## config.mk

```make
export PLATFORM = sky130hd
export DESIGN_NAME = br_sched
export DESIGN_NICKNAME = d
export VERILOG_FILES = /design/src/rtl/br_sched_pkg.sv /design/src/rtl/br_rr_arb.sv /design/src/rtl/brcond.sv /design/src/rtl/br_sched.sv
export SDC_FILE = /design/constraint.sdc
export NUM_CORES = 1
export LEC_CHECK = 0
export CAP_MARGIN = 30
export CORE_UTILIZATION = 50
export CTS_BUF_LIST = sky130_fd_sc_hd__clkbuf_16
export CTS_CLUSTER_SIZE = 12
export DETAILED_ROUTE_END_ITERATION = 8
export DONT_BUFFER_PORTS = 1
export GPL_ROUTABILITY_DRIVEN = 0
export PLACE_DENSITY_LB_ADDON = 0.12
export SKIP_CTS_REPAIR_TIMING = 1
export SYNTH_ARGS = -nofsm -noshare
export SYNTH_HDL_FRONTEND = slang
export SYNTH_SLANG_ARGS = --single-unit
```

## constraint.sdc

```tcl
create_clock -name clock -period 3.3 [get_ports clock]
set_input_delay 0.825 -clock clock [delete_from_list [all_inputs] [get_ports clock]]
set_output_delay 0.825 -clock clock [all_outputs]
set_load 0.02 [all_outputs]
```

## src/rtl/br_sched_pkg.sv

```systemverilog
// rtl/br_sched_pkg.sv - shared types and branch function codes for br_sched and brcond
package br_sched_pkg;

    localparam int XLEN     = 32;
    localparam int BR_TAG_W = 5;

    localparam logic [2:0] BEQ    = 3'd0;
    localparam logic [2:0] BNE    = 3'd1;
    localparam logic [2:0] UNCOND = 3'd2;
    localparam logic [2:0] BLT    = 3'd4;
    localparam logic [2:0] BGE    = 3'd5;
    localparam logic [2:0] BLTU   = 3'd6;
    localparam logic [2:0] BGEU   = 3'd7;

    typedef struct packed {
        logic [XLEN-1:0]     rs1;
        logic [XLEN-1:0]     rs2;
        logic [XLEN-1:0]     pc;
        logic [XLEN-1:0]     imm;
        logic [2:0]          func;
        logic                is_jalr;
        logic                pred_taken;
        logic [XLEN-1:0]     pred_target;
        logic [BR_TAG_W-1:0] tag;
    } br_req_t;

    typedef struct packed {
        logic [BR_TAG_W-1:0] tag;
        logic                taken;
        logic [XLEN-1:0]     target;
        logic [XLEN-1:0]     link;
        logic                mispredict;
    } br_res_t;

endpackage

```

## src/rtl/br_rr_arb.sv

```systemverilog
// rtl/br_rr_arb.sv - round-robin arbiter with one-hot grant and rotating pointer
module br_rr_arb #(
    parameter int N = 2
) (
    input  logic         clock,
    input  logic         reset,
    input  logic [N-1:0] i_req,
    input  logic         i_en,
    output logic [N-1:0] o_gnt
);

    localparam int PW = (N > 1) ? $clog2(N) : 1;

    logic [PW-1:0] r_ptr;
    logic [PW-1:0] w_nxt;
    logic [PW-1:0] w_idx [N];
    logic          w_hit;

    always_comb begin
        for (int k = 0; k < N; k++) begin
            w_idx[k] = PW'((int'(r_ptr) + k) % N);
        end
    end

    // First valid port at or after the pointer wins; pointer moves just past it.
    always_comb begin
        o_gnt = '0;
        w_hit = 1'b0;
        w_nxt = r_ptr;
        for (int k = 0; k < N; k++) begin
            if (i_en && !w_hit && i_req[w_idx[k]]) begin
                w_hit           = 1'b1;
                o_gnt[w_idx[k]] = 1'b1;
                w_nxt           = PW'((int'(w_idx[k]) + 1) % N);
            end
        end
    end

    always_ff @(posedge clock) begin
        if (reset) begin
            r_ptr <= '0;
        end else if (w_hit) begin
            r_ptr <= w_nxt;
        end
    end

endmodule

```

## src/rtl/brcond.sv

```systemverilog
// rtl/brcond.sv - branch condition comparator
module brcond
    import br_sched_pkg::*;
(
    input  logic [XLEN-1:0] i_rs1,
    input  logic [XLEN-1:0] i_rs2,
    input  logic [2:0]      i_func,
    output logic            o_cond
);

    always_comb begin
        o_cond = 1'b0;
        case (i_func)
            BEQ:     o_cond = (i_rs1 == i_rs2);
            BNE:     o_cond = (i_rs1 != i_rs2);
            BLT:     o_cond = ($signed(i_rs1) < $signed(i_rs2));
            BGE:     o_cond = ($signed(i_rs1) >= $signed(i_rs2));
            BLTU:    o_cond = (i_rs1 < i_rs2);
            BGEU:    o_cond = (i_rs1 >= i_rs2);
            UNCOND:  o_cond = 1'b1;
            default: o_cond = 1'b0;
        endcase
    end

endmodule

```

## src/rtl/br_sched.sv

```systemverilog
// rtl/br_sched.sv - branch-resolution scheduler; BR_SCHED_STATS_EN adds handshake counters
module br_sched
    import br_sched_pkg::*;
#(
    parameter int NUM_REQ = 2,
    parameter int TAG_W   = BR_TAG_W
) (
    input  logic                         clock,
    input  logic                         reset,
    input  logic                         squash,
    input  logic [NUM_REQ-1:0]           req_valid,
    input  br_req_t [NUM_REQ-1:0]        req_pkt,
    output logic [NUM_REQ-1:0]           req_ready,
    output logic                         out_valid,
    input  logic                         out_ready,
    output br_res_t                      out_pkt
`ifdef BR_SCHED_STATS_EN
    ,
    output logic [31:0]                  stat_resolved,
    output logic [31:0]                  stat_mispred
`endif
);

    logic               r_s1_v;
    logic               r_s2_v;
    br_req_t            r_s1;
    br_res_t            r_s2;

    logic               w_s2_load;
    logic               w_s1_adv;
    logic               w_arb_en;
    logic [NUM_REQ-1:0] w_gnt;
    br_req_t            w_sel;
    logic               w_cond;
    logic [XLEN-1:0]    w_target;
    logic [TAG_W-1:0]   w_tag;
    br_res_t            w_res;

    assign w_s2_load = !r_s2_v || out_ready;
    assign w_s1_adv  = !r_s1_v || w_s2_load;
    assign w_arb_en  = w_s1_adv && !squash && !reset;
    assign req_ready = w_gnt;

    br_rr_arb #(.N(NUM_REQ)) u_arb (
        .clock (clock),
        .reset (reset),
        .i_req (req_valid),
        .i_en  (w_arb_en),
        .o_gnt (w_gnt)
    );

    always_comb begin
        w_sel = '0;
        for (int i = 0; i < NUM_REQ; i++) begin
            if (w_gnt[i]) w_sel = req_pkt[i];
        end
    end

    brcond u_brcond (
        .i_rs1  (r_s1.rs1),
        .i_rs2  (r_s1.rs2),
        .i_func (r_s1.func),
        .o_cond (w_cond)
    );

    assign w_tag    = r_s1.tag;
    assign w_target = r_s1.is_jalr ? ((r_s1.rs1 + r_s1.imm) & ~XLEN'(1))
                                   : (r_s1.pc + r_s1.imm);

    always_comb begin
        w_res            = '0;
        w_res.tag        = w_tag;
        w_res.taken      = w_cond;
        w_res.target     = w_target;
        w_res.link       = r_s1.pc + XLEN'(4);
        w_res.mispredict = (w_cond != r_s1.pred_taken) ||
                           (w_cond && (w_target != r_s1.pred_target));
    end

    // S1 captures only on an accepting edge; S2 loads whenever it drains or is empty.
    always_ff @(posedge clock) begin
        if (reset) begin
            r_s1_v <= 1'b0;
            r_s1   <= '0;
            r_s2_v <= 1'b0;
            r_s2   <= '0;
        end else if (squash) begin
            r_s1_v <= 1'b0;
            r_s2_v <= 1'b0;
        end else begin
            if (w_s1_adv) begin
                r_s1_v <= |w_gnt;
                if (|w_gnt) r_s1 <= w_sel;
            end
            if (w_s2_load) begin
                r_s2_v <= r_s1_v;
                if (r_s1_v) r_s2 <= w_res;
            end
        end
    end

    assign out_valid = r_s2_v;
    assign out_pkt   = r_s2;

`ifdef BR_SCHED_STATS_EN
    logic [31:0] r_stat_res;
    logic [31:0] r_stat_mis;

    always_ff @(posedge clock) begin
        if (reset) begin
            r_stat_res <= '0;
            r_stat_mis <= '0;
        end else if (r_s2_v && out_ready && !squash) begin
            r_stat_res <= r_stat_res + 32'd1;
            if (r_s2.mispredict) r_stat_mis <= r_stat_mis + 32'd1;
        end
    end

    assign stat_resolved = r_stat_res;
    assign stat_mispred  = r_stat_mis;
`endif

endmodule

```

==> flow_results.xml, run 1 <==
<?xml version="1.0" encoding="UTF-8"?>
<metrics>
  <group name="yosys">
    <metric name="synth_sequential_area_ratio" unit="">0.2910</metric>
    <metric name="synth-simple-area-share" unit="">0.2036</metric>
    <metric name="synth_seq_cells" unit="">244</metric>
    <metric name="async_flop_share" unit="">0</metric>
    <metric name="post_synth_num_cell_types" unit="">88</metric>
    <metric name="syn_area" unit="µm²">16780</metric>
    <metric name="synth.area.mux_share" unit="">0.01200</metric>
    <metric name="post_synth_inst_count" unit="">2264</metric>
    <metric name="post_synth.cell_area_avg" unit="µm²">7.413</metric>
    <metric name="parity_gate_share_of_the_synthesized_area_counting_xor_and_xnor_cells" unit="">0.05949</metric>
    <metric name="postSynthNetCount" unit="">2706</metric>
    <metric name="synth_top_family_by_area" unit="">compound AO/OA/AOI/OAI gates</metric>
    <metric name="synth.yosys.warnings" unit="">0</metric>
    <metric name="synth_fa_ha_area_frac" unit="">0.07246</metric>
    <metric name="ys_dominant_reg_cell" unit="">dfxtp_1</metric>
    <metric name="synth-compound-area-share" unit="">0.2781</metric>
    <metric name="synth_enable_flop_cells" unit="">0</metric>
  </group>
  <group name="clocking">
    <metric name="cts_tree" unit="">built</metric>
    <metric name="clock_tree_buffer_depth" unit="">3</metric>
    <metric name="insertion_delay" unit="ns">0.55</metric>
    <metric name="clock-root-buffer" unit="">clkbuf_16</metric>
    <metric name="number_of_buffers_inserted_during_clock_tree_synthesis" unit="">28</metric>
    <metric name="clk_pin_slew_worst_paths" unit="ns">0.06</metric>
    <metric name="tritoncts_num_sinks" unit="">244</metric>
    <metric name="cts_max_level" unit="">1</metric>
  </group>
  <group name="floorplanning">
    <metric name="rows" unit="">66</metric>
    <metric name="boundaryPins" unit="">420</metric>
    <metric name="floorplan_die_area" unit="µm²">34300</metric>
    <metric name="core_area" unit="µm²">32780</metric>
    <metric name="die_w" unit="µm">185.2</metric>
    <metric name="fp.dieH" unit="µm">185.2</metric>
    <metric name="floorplan.initialDensity" unit="">0.5119</metric>
  </group>
  <group name="global_route">
    <metric name="number_of_global_route_vias_before_repair" unit="">15350</metric>
    <metric name="grt.overflow.total" unit="">0</metric>
    <metric name="grt_max_degree" unit="">244</metric>
    <metric name="grt_antenna_before_repair" unit="">1</metric>
    <metric name="grt_pass1_wl" unit="µm">83260</metric>
    <metric name="grt.total_usage" unit="">0.3128</metric>
  </group>
  <group name="routing">
    <metric name="detail_route.wl_per_cell" unit="µm">19.76</metric>
    <metric name="drc" unit="">0</metric>
    <metric name="via_total_after_detailed_routing" unit="">17140</metric>
    <metric name="firstDrtPassIters" unit="">5</metric>
    <metric name="vias_per_cell" unit="">6.027</metric>
    <metric name="drt-initial-drc-count" unit="">1303</metric>
    <metric name="ant_nets" unit="">0</metric>
    <metric name="wirelength" unit="µm">56190</metric>
  </group>
  <group name="worst_setup_path">
    <metric name="reg2reg_setup_slack" unit="ns">-0.48</metric>
    <metric name="crit_arrival" unit="ns">4.20</metric>
    <metric name="worstPathRequired" unit="ns">3.72</metric>
    <metric name="worst_r2r_startpoint" unit="">r_s1[42]</metric>
    <metric name="worstSetupStartpointType" unit="">flip-flop</metric>
    <metric name="crit-reg2reg-capture" unit="">out_pkt[0]</metric>
    <metric name="r2r.worst_path.cells" unit="">16</metric>
    <metric name="timing.setup.critical_path_class" unit="">reg2reg</metric>
    <metric name="worst_setup_path_end_kind" unit="">flip-flop</metric>
    <metric name="critical_path.max_fanout" unit="">4</metric>
  </group>
  <group name="finish">
    <metric name="drive_gt1_frac" unit="">0.1540</metric>
    <metric name="utilization" unit="">0.6061</metric>
    <metric name="nFillCells" unit="">3060</metric>
    <metric name="num_antenna_cells" unit="">0</metric>
    <metric name="multiInputGateArea" unit="µm²">10730</metric>
    <metric name="layout_commonest_cell" unit="">nor2_1</metric>
    <metric name="layout.area.seq" unit="µm²">4897</metric>
    <metric name="area_growth_syn_to_layout" unit="%">18.40</metric>
    <metric name="final_nets" unit="">2823</metric>
    <metric name="leading_cell_types_in_the_layout_fill_and_taps_excluded" unit="">388 x nor2_1, 259 x buf_4, 236 x dfxtp_1</metric>
  </group>
  <group name="power">
    <metric name="sequential_power_share" unit="">0.392</metric>
    <metric name="power.ir.vdd_worst" unit="µV">359.6</metric>
    <metric name="sw_frac_of_total" unit="">0.3091</metric>
    <metric name="pwr-share-comb" unit="">0.249</metric>
    <metric name="intPower" unit="mW">5.913</metric>
    <metric name="power.clock.fraction" unit="">0.359</metric>
    <metric name="power_density" unit="nW/µm²">430.7</metric>
    <metric name="switchingPower" unit="mW">2.645</metric>
    <metric name="power.static_leakage" unit="nW">8.520</metric>
  </group>
  <group name="outcome">
    <metric name="status" unit="">complete, but fails checks</metric>
    <metric name="violations" unit="">setup timing</metric>
  </group>
  <group name="sta">
    <metric name="holdWs" unit="ns">0.3796</metric>
    <metric name="report.final.setup_viol" unit="">1</metric>
    <metric name="timing_max_transition_violations_final" unit="">0</metric>
    <metric name="final.setup.worst_slack" unit="ns">-0.4793</metric>
    <metric name="rsz0062_at_grt" unit="">yes</metric>
    <metric name="tightest_slew" unit="ns">0.7934</metric>
    <metric name="post-route-period-util" unit="">1.145</metric>
    <metric name="fin_skew" unit="ns">0.01278</metric>
    <metric name="fmax" unit="MHz">264.6</metric>
    <metric name="report.final.hold_viol_count" unit="">0</metric>
    <metric name="max_slew_margin" unit="">0.4655</metric>
    <metric name="final_critical_period" unit="ns">3.779</metric>
    <metric name="setup_total_negative_slack" unit="ns">-0.4793</metric>
  </group>
  <group name="min_path">
    <metric name="hold_end" unit="">r_s1[123]</metric>
    <metric name="min_path_cells" unit="">1</metric>
    <metric name="min-delay-path-class" unit="">in2reg</metric>
    <metric name="hold_path_startpoint" unit="">reset</metric>
  </group>
  <group name="placement">
    <metric name="place_hpwl" unit="µm">42710</metric>
    <metric name="place.port_buffers" unit="">0</metric>
  </group>
  <group name="run">
    <metric name="maxCapViolations" unit="">0</metric>
  </group>
</metrics>
metal layers:
layer,part of all wire,GRT usage,vias to the layer above
met5,0.00023,0,-
met1,0.42,0.3937,7961
li1,-,-,8411
met2,0.46,0.5132,631
met3,0.074,0.06174,137
met4,0.048,0.1445,2
power by group through the flow:
stage | clock network [mW] | registers [mW] | logic (mW)
floorplan | 0 | 3.34 | 1.41
global placement | 0 | 3.41 | 2.02
detailed placement | 0 | 3.41 | 2.07
CTS | 3.12 | 3.35 | 2.08
global route | 3.25 | 3.37 | 2.34
finish | 3.07 | 3.35 | 2.13
sequential cells by signal, summed over array words and instances, names as in the netlist:
signal       flops
r_s1           165
u_arb.r_ptr      1
w_tag            5
r_s1_v           1
out_pkt         71
out_valid        1
Yosys cell counts, types with 46 or more instances:
cell type    n  area (µm²)
ha_1        94        1176
a31oi_1    134       838.3
nor2_1     389        1460
dfxtp_1    244        4885
a21oi_1     91       455.4
o22ai_1    133       832.1
nand3b_1    46       345.3
inv_1      186       698.2
o21ai_0     92       460.4
clkbuf_1   153       574.3
a211oi_1    54       405.4
xor2_1      47       411.6
nand2_1    109       409.1
xnor2_1     54       473.0
metrics by stage:
step	power, mW	instance area, µm²	setup WS, ns	instances
after floorplan	4.750	16790	0.08314	2264
after global placement	5.433	18740	-0.5861	2790
after detailed placement	5.485	18760	-0.6448	2791
after CTS	8.551	19660	-0.6562	2842
after global routing	8.956	19870	-0.6933	2844
final	8.558	19870	-0.4793	2844
critical path, cell delays in order (launching register included):
cell	delay, ns
dfxtp_1	0.35
ha_2	0.21
fa_2	0.35
a21o_1	0.25
a221oi_4	0.29
o21ai_2	0.11
xnor2_1	0.20
nor2_1	0.08
a211o_1	0.28
a2111oi_2	0.38
buf_4	0.16
nand4_1	0.16
nor4_2	0.24
buf_4	0.16
nand4_1	0.14
a2111oi_2	0.23
nor4_1	0.07
cell type report:
cell class,count,area share
clock inverter,22,0.008752
multi-input combinational,1655,0.5400
inverter,186,0.03513
clock buffer,29,0.03652
timing repair buffer,266,0.1053
sequential,244,0.2464
tap,442,0.02783
how the worst max path moves through the flow:
stage	endpoint	cells after the start	start
3_3_place_gp	out_pkt[0]	16	r_s1[42]
3_5_place_dp	out_pkt[0]	16	r_s1[42]
4_1_cts	out_pkt[0]	16	r_s1[42]
6_report	out_pkt[0]	16	r_s1[42]
5_1_grt	out_pkt[0]	15	r_s1[42]
2_1_floorplan	out_pkt[0]	15	r_s1[42]
cell families after synthesis:
kind of cell | count (synthesis)
mux | 20
flops | 244
xor+xnor | 106
buf+inv | 365
compound gates | 698
simple gates | 735
fa+ha+maj | 96
(Power assumes the default switching activity.)
==> inputs of run 2 (changes only) <==
--- a/config.mk
+++ b/config.mk
@@ -5,7 +5,6 @@
 export SDC_FILE = /design/constraint.sdc
 export NUM_CORES = 1
 export LEC_CHECK = 0
-export CAP_MARGIN = 30
 export CORE_UTILIZATION = 50
 export CTS_BUF_LIST = sky130_fd_sc_hd__clkbuf_16
 export CTS_CLUSTER_SIZE = 12
==> flow_results.xml, run 2 (synthesized netlist as in run 1, its figures left out) <==
<?xml version="1.0" encoding="UTF-8"?>
<metrics>
  <group name="floorplanning">
    <metric name="rows" unit="">66</metric>
    <metric name="core_area" unit="µm²">32780</metric>
    <metric name="floorplan.initialDensity" unit="">0.5119</metric>
    <metric name="floorplan_die_area" unit="µm²">34300</metric>
    <metric name="fp.dieH" unit="µm">185.2</metric>
    <metric name="boundaryPins" unit="">420</metric>
    <metric name="die_w" unit="µm">185.2</metric>
  </group>
  <group name="clocking">
    <metric name="cts_max_level" unit="">1</metric>
    <metric name="number_of_buffers_inserted_during_clock_tree_synthesis" unit="">28</metric>
    <metric name="clk_pin_slew_worst_paths" unit="ns">0.06</metric>
    <metric name="insertion_delay" unit="ns">0.55</metric>
    <metric name="clock-root-buffer" unit="">clkbuf_16</metric>
    <metric name="cts_tree" unit="">built</metric>
    <metric name="clock_tree_buffer_depth" unit="">3</metric>
    <metric name="tritoncts_num_sinks" unit="">244</metric>
  </group>
  <group name="min_path">
    <metric name="min_path_cells" unit="">1</metric>
    <metric name="hold_path_startpoint" unit="">reset</metric>
    <metric name="min-delay-path-class" unit="">in2reg</metric>
  </group>
  <group name="worst_setup_path">
    <metric name="timing.setup.critical_path_class" unit="">reg2reg</metric>
    <metric name="timing.critical_path.slowest_stage_cell" unit="">fa_2</metric>
    <metric name="path_common_cell" unit="">nand4_1</metric>
    <metric name="crit_arrival" unit="ns">4.29</metric>
    <metric name="timing.critical_path.max_delay_family" unit="">compound AO/OA/AOI/OAI gates</metric>
    <metric name="r2r.worst_path.cells" unit="">16</metric>
    <metric name="launch_point_of_the_critical_path" unit="">r_s1[42]</metric>
    <metric name="path_cells" unit="">ha_4 -&gt; fa_2 -&gt; a21o_4 -&gt; a221oi_4 -&gt; o21ai_2 -&gt; buf_6 -&gt; and3_4 -&gt; o211ai_1 -&gt; o31ai_1 -&gt; a2111oi_1 -&gt; nand4_1 -&gt; nor4_2 -&gt; buf_4 -&gt; nand4_1 -&gt; a2111oi_2 -&gt; nor4_1</metric>
    <metric name="worstSetupStartpointType" unit="">flip-flop</metric>
    <metric name="number_of_cells_on_the_critical_path" unit="">16</metric>
    <metric name="cpPeakStageDelay" unit="ns">0.37</metric>
    <metric name="worstPathRequired" unit="ns">3.72</metric>
    <metric name="critical_path.max_fanout" unit="">4</metric>
    <metric name="worst-path-buf-inv" unit="">2</metric>
    <metric name="worst_r2r_startpoint" unit="">r_s1[42]</metric>
    <metric name="worst_setup_path_end_kind" unit="">flip-flop</metric>
  </group>
  <group name="global_route">
    <metric name="grt.overflow.total" unit="">0</metric>
    <metric name="grt.total_usage" unit="">0.3104</metric>
    <metric name="met3_usage_in_global_routing" unit="">0.04522</metric>
    <metric name="grt_max_degree" unit="">244</metric>
    <metric name="grt_antenna_before_repair" unit="">1</metric>
    <metric name="grt_pass1_wl" unit="µm">83280</metric>
    <metric name="use_met2" unit="">0.5263</metric>
    <metric name="number_of_global_route_vias_before_repair" unit="">15330</metric>
    <metric name="top_usage_layer" unit="">met2</metric>
    <metric name="grtUsageMet1" unit="">0.3994</metric>
  </group>
  <group name="power">
    <metric name="power.ir.vdd_worst" unit="µV">359.1</metric>
    <metric name="overall_power" unit="mW">8.298</metric>
    <metric name="power_density" unit="nW/µm²">419.3</metric>
    <metric name="power.static_leakage" unit="nW">8.470</metric>
  </group>
  <group name="finish">
    <metric name="layout.cells.non_filler" unit="">2841</metric>
    <metric name="area_growth_syn_to_layout" unit="%">17.90</metric>
    <metric name="leading_cell_types_in_the_layout_fill_and_taps_excluded" unit="">387 x nor2_1, 258 x buf_4, 237 x dfxtp_1</metric>
    <metric name="layout_commonest_cell" unit="">nor2_1</metric>
    <metric name="largest_reg_flops" unit="">165</metric>
    <metric name="drive_gt1_frac" unit="">0.1538</metric>
    <metric name="largest_register" unit="">r_s1</metric>
    <metric name="num_antenna_cells" unit="">0</metric>
    <metric name="final_nets" unit="">2822</metric>
    <metric name="nFillCells" unit="">3064</metric>
  </group>
  <group name="routing">
    <metric name="wirelength" unit="µm">56020</metric>
    <metric name="vias_per_cell" unit="">6.045</metric>
    <metric name="ant_nets" unit="">0</metric>
    <metric name="detail_route.wl_per_cell" unit="µm">19.72</metric>
    <metric name="drc" unit="">0</metric>
    <metric name="via_total_after_detailed_routing" unit="">17170</metric>
    <metric name="firstDrtPassIters" unit="">7</metric>
    <metric name="drt-initial-drc-count" unit="">1291</metric>
  </group>
  <group name="sta">
    <metric name="fmax" unit="MHz">258.3</metric>
    <metric name="final_critical_period" unit="ns">3.871</metric>
    <metric name="post-route-period-util" unit="">1.173</metric>
    <metric name="max_slew_margin" unit="">0.2515</metric>
    <metric name="timing_max_transition_violations_final" unit="">0</metric>
    <metric name="report.final.hold_viol_count" unit="">0</metric>
    <metric name="rsz0062_at_grt" unit="">yes</metric>
    <metric name="setup_total_negative_slack" unit="ns">-0.5708</metric>
    <metric name="final.setup.worst_slack" unit="ns">-0.5708</metric>
    <metric name="tightest_slew" unit="ns">1.123</metric>
    <metric name="fin_skew" unit="ns">0.008490</metric>
    <metric name="report.final.setup_viol" unit="">1</metric>
  </group>
  <group name="placement">
    <metric name="placed_cells" unit="">2790</metric>
    <metric name="place_hpwl" unit="µm">42610</metric>
    <metric name="place.port_buffers" unit="">0</metric>
    <metric name="post-place-ws" unit="ns">-0.6969</metric>
  </group>
  <group name="outcome">
    <metric name="violations" unit="">setup timing</metric>
    <metric name="status" unit="">complete, but fails checks</metric>
  </group>
  <group name="run">
    <metric name="maxCapViolations" unit="">0</metric>
  </group>
</metrics>
[run 2: cell type report]
| type | count | area [µm²] | area share |
|---|---|---|---|
| Clock buffer | 29 | 725.7 | 0.03667 |
| Clock inverter | 20 | 90.09 | 0.004553 |
| Inverter | 186 | 698.2 | 0.03528 |
| Multi-Input combinational cell | 1655 | 10750 | 0.5435 |
| Sequential cell | 244 | 4898 | 0.2476 |
| Tap cell | 442 | 553.0 | 0.02795 |
| Timing Repair Buffer | 265 | 2068 | 0.1045 |
[run 2: per-stage QoR]
| step | hold slack (ns) | cell area, µm² | util |
|---|---|---|---|
| final | 0.3814 | 19790 | 0.6036 |
| after global placement | 0.4365 | 18740 | 0.5715 |
| after floorplan | 0.4320 | 16790 | - |
| after global routing | 0.3649 | 19790 | 0.6036 |
| after detailed placement | 0.4461 | 18740 | 0.5715 |
| after CTS | 0.3433 | 19550 | 0.5964 |
[run 2: where the power goes]
group	total [mW]	internal [mW]	leakage, nW	switching (mW)
clock	2.81	1.57	0.423	1.24
combinational	2.13	0.977	6.04	1.15
sequential	3.35	3.13	2.00	0.229
[run 2: final timing paths]
kind,end,slack (ns)
hold / removal,r_s1[123],0.38
setup reg to reg,out_pkt[0],-0.57
setup / recovery,out_pkt[0],-0.57
hold reg to reg,out_pkt[70],0.46
[run 2: worst register-to-register path, stage by stage, from the launching register on]
cell and delay (ns):
dfxtp_4 0.36, ha_4 0.17, fa_2 0.38, a21o_4 0.24
a221oi_4 0.31, o21ai_2 0.13, buf_6 0.14, and3_4 0.15
o211ai_1 0.17, o31ai_1 0.11, a2111oi_1 0.36, nand4_1 0.20
nor4_2 0.35, buf_4 0.16, nand4_1 0.13, a2111oi_2 0.30
nor4_1 0.09
[run 2: layer usage]
metal | routed length [µm] | vias to the layer above
met5 | 13 | -
met4 | 2064 | 2
met3 | 3645 | 100
met2 | 26150 | 647
met1 | 24150 | 8025
li1 | - | 8400
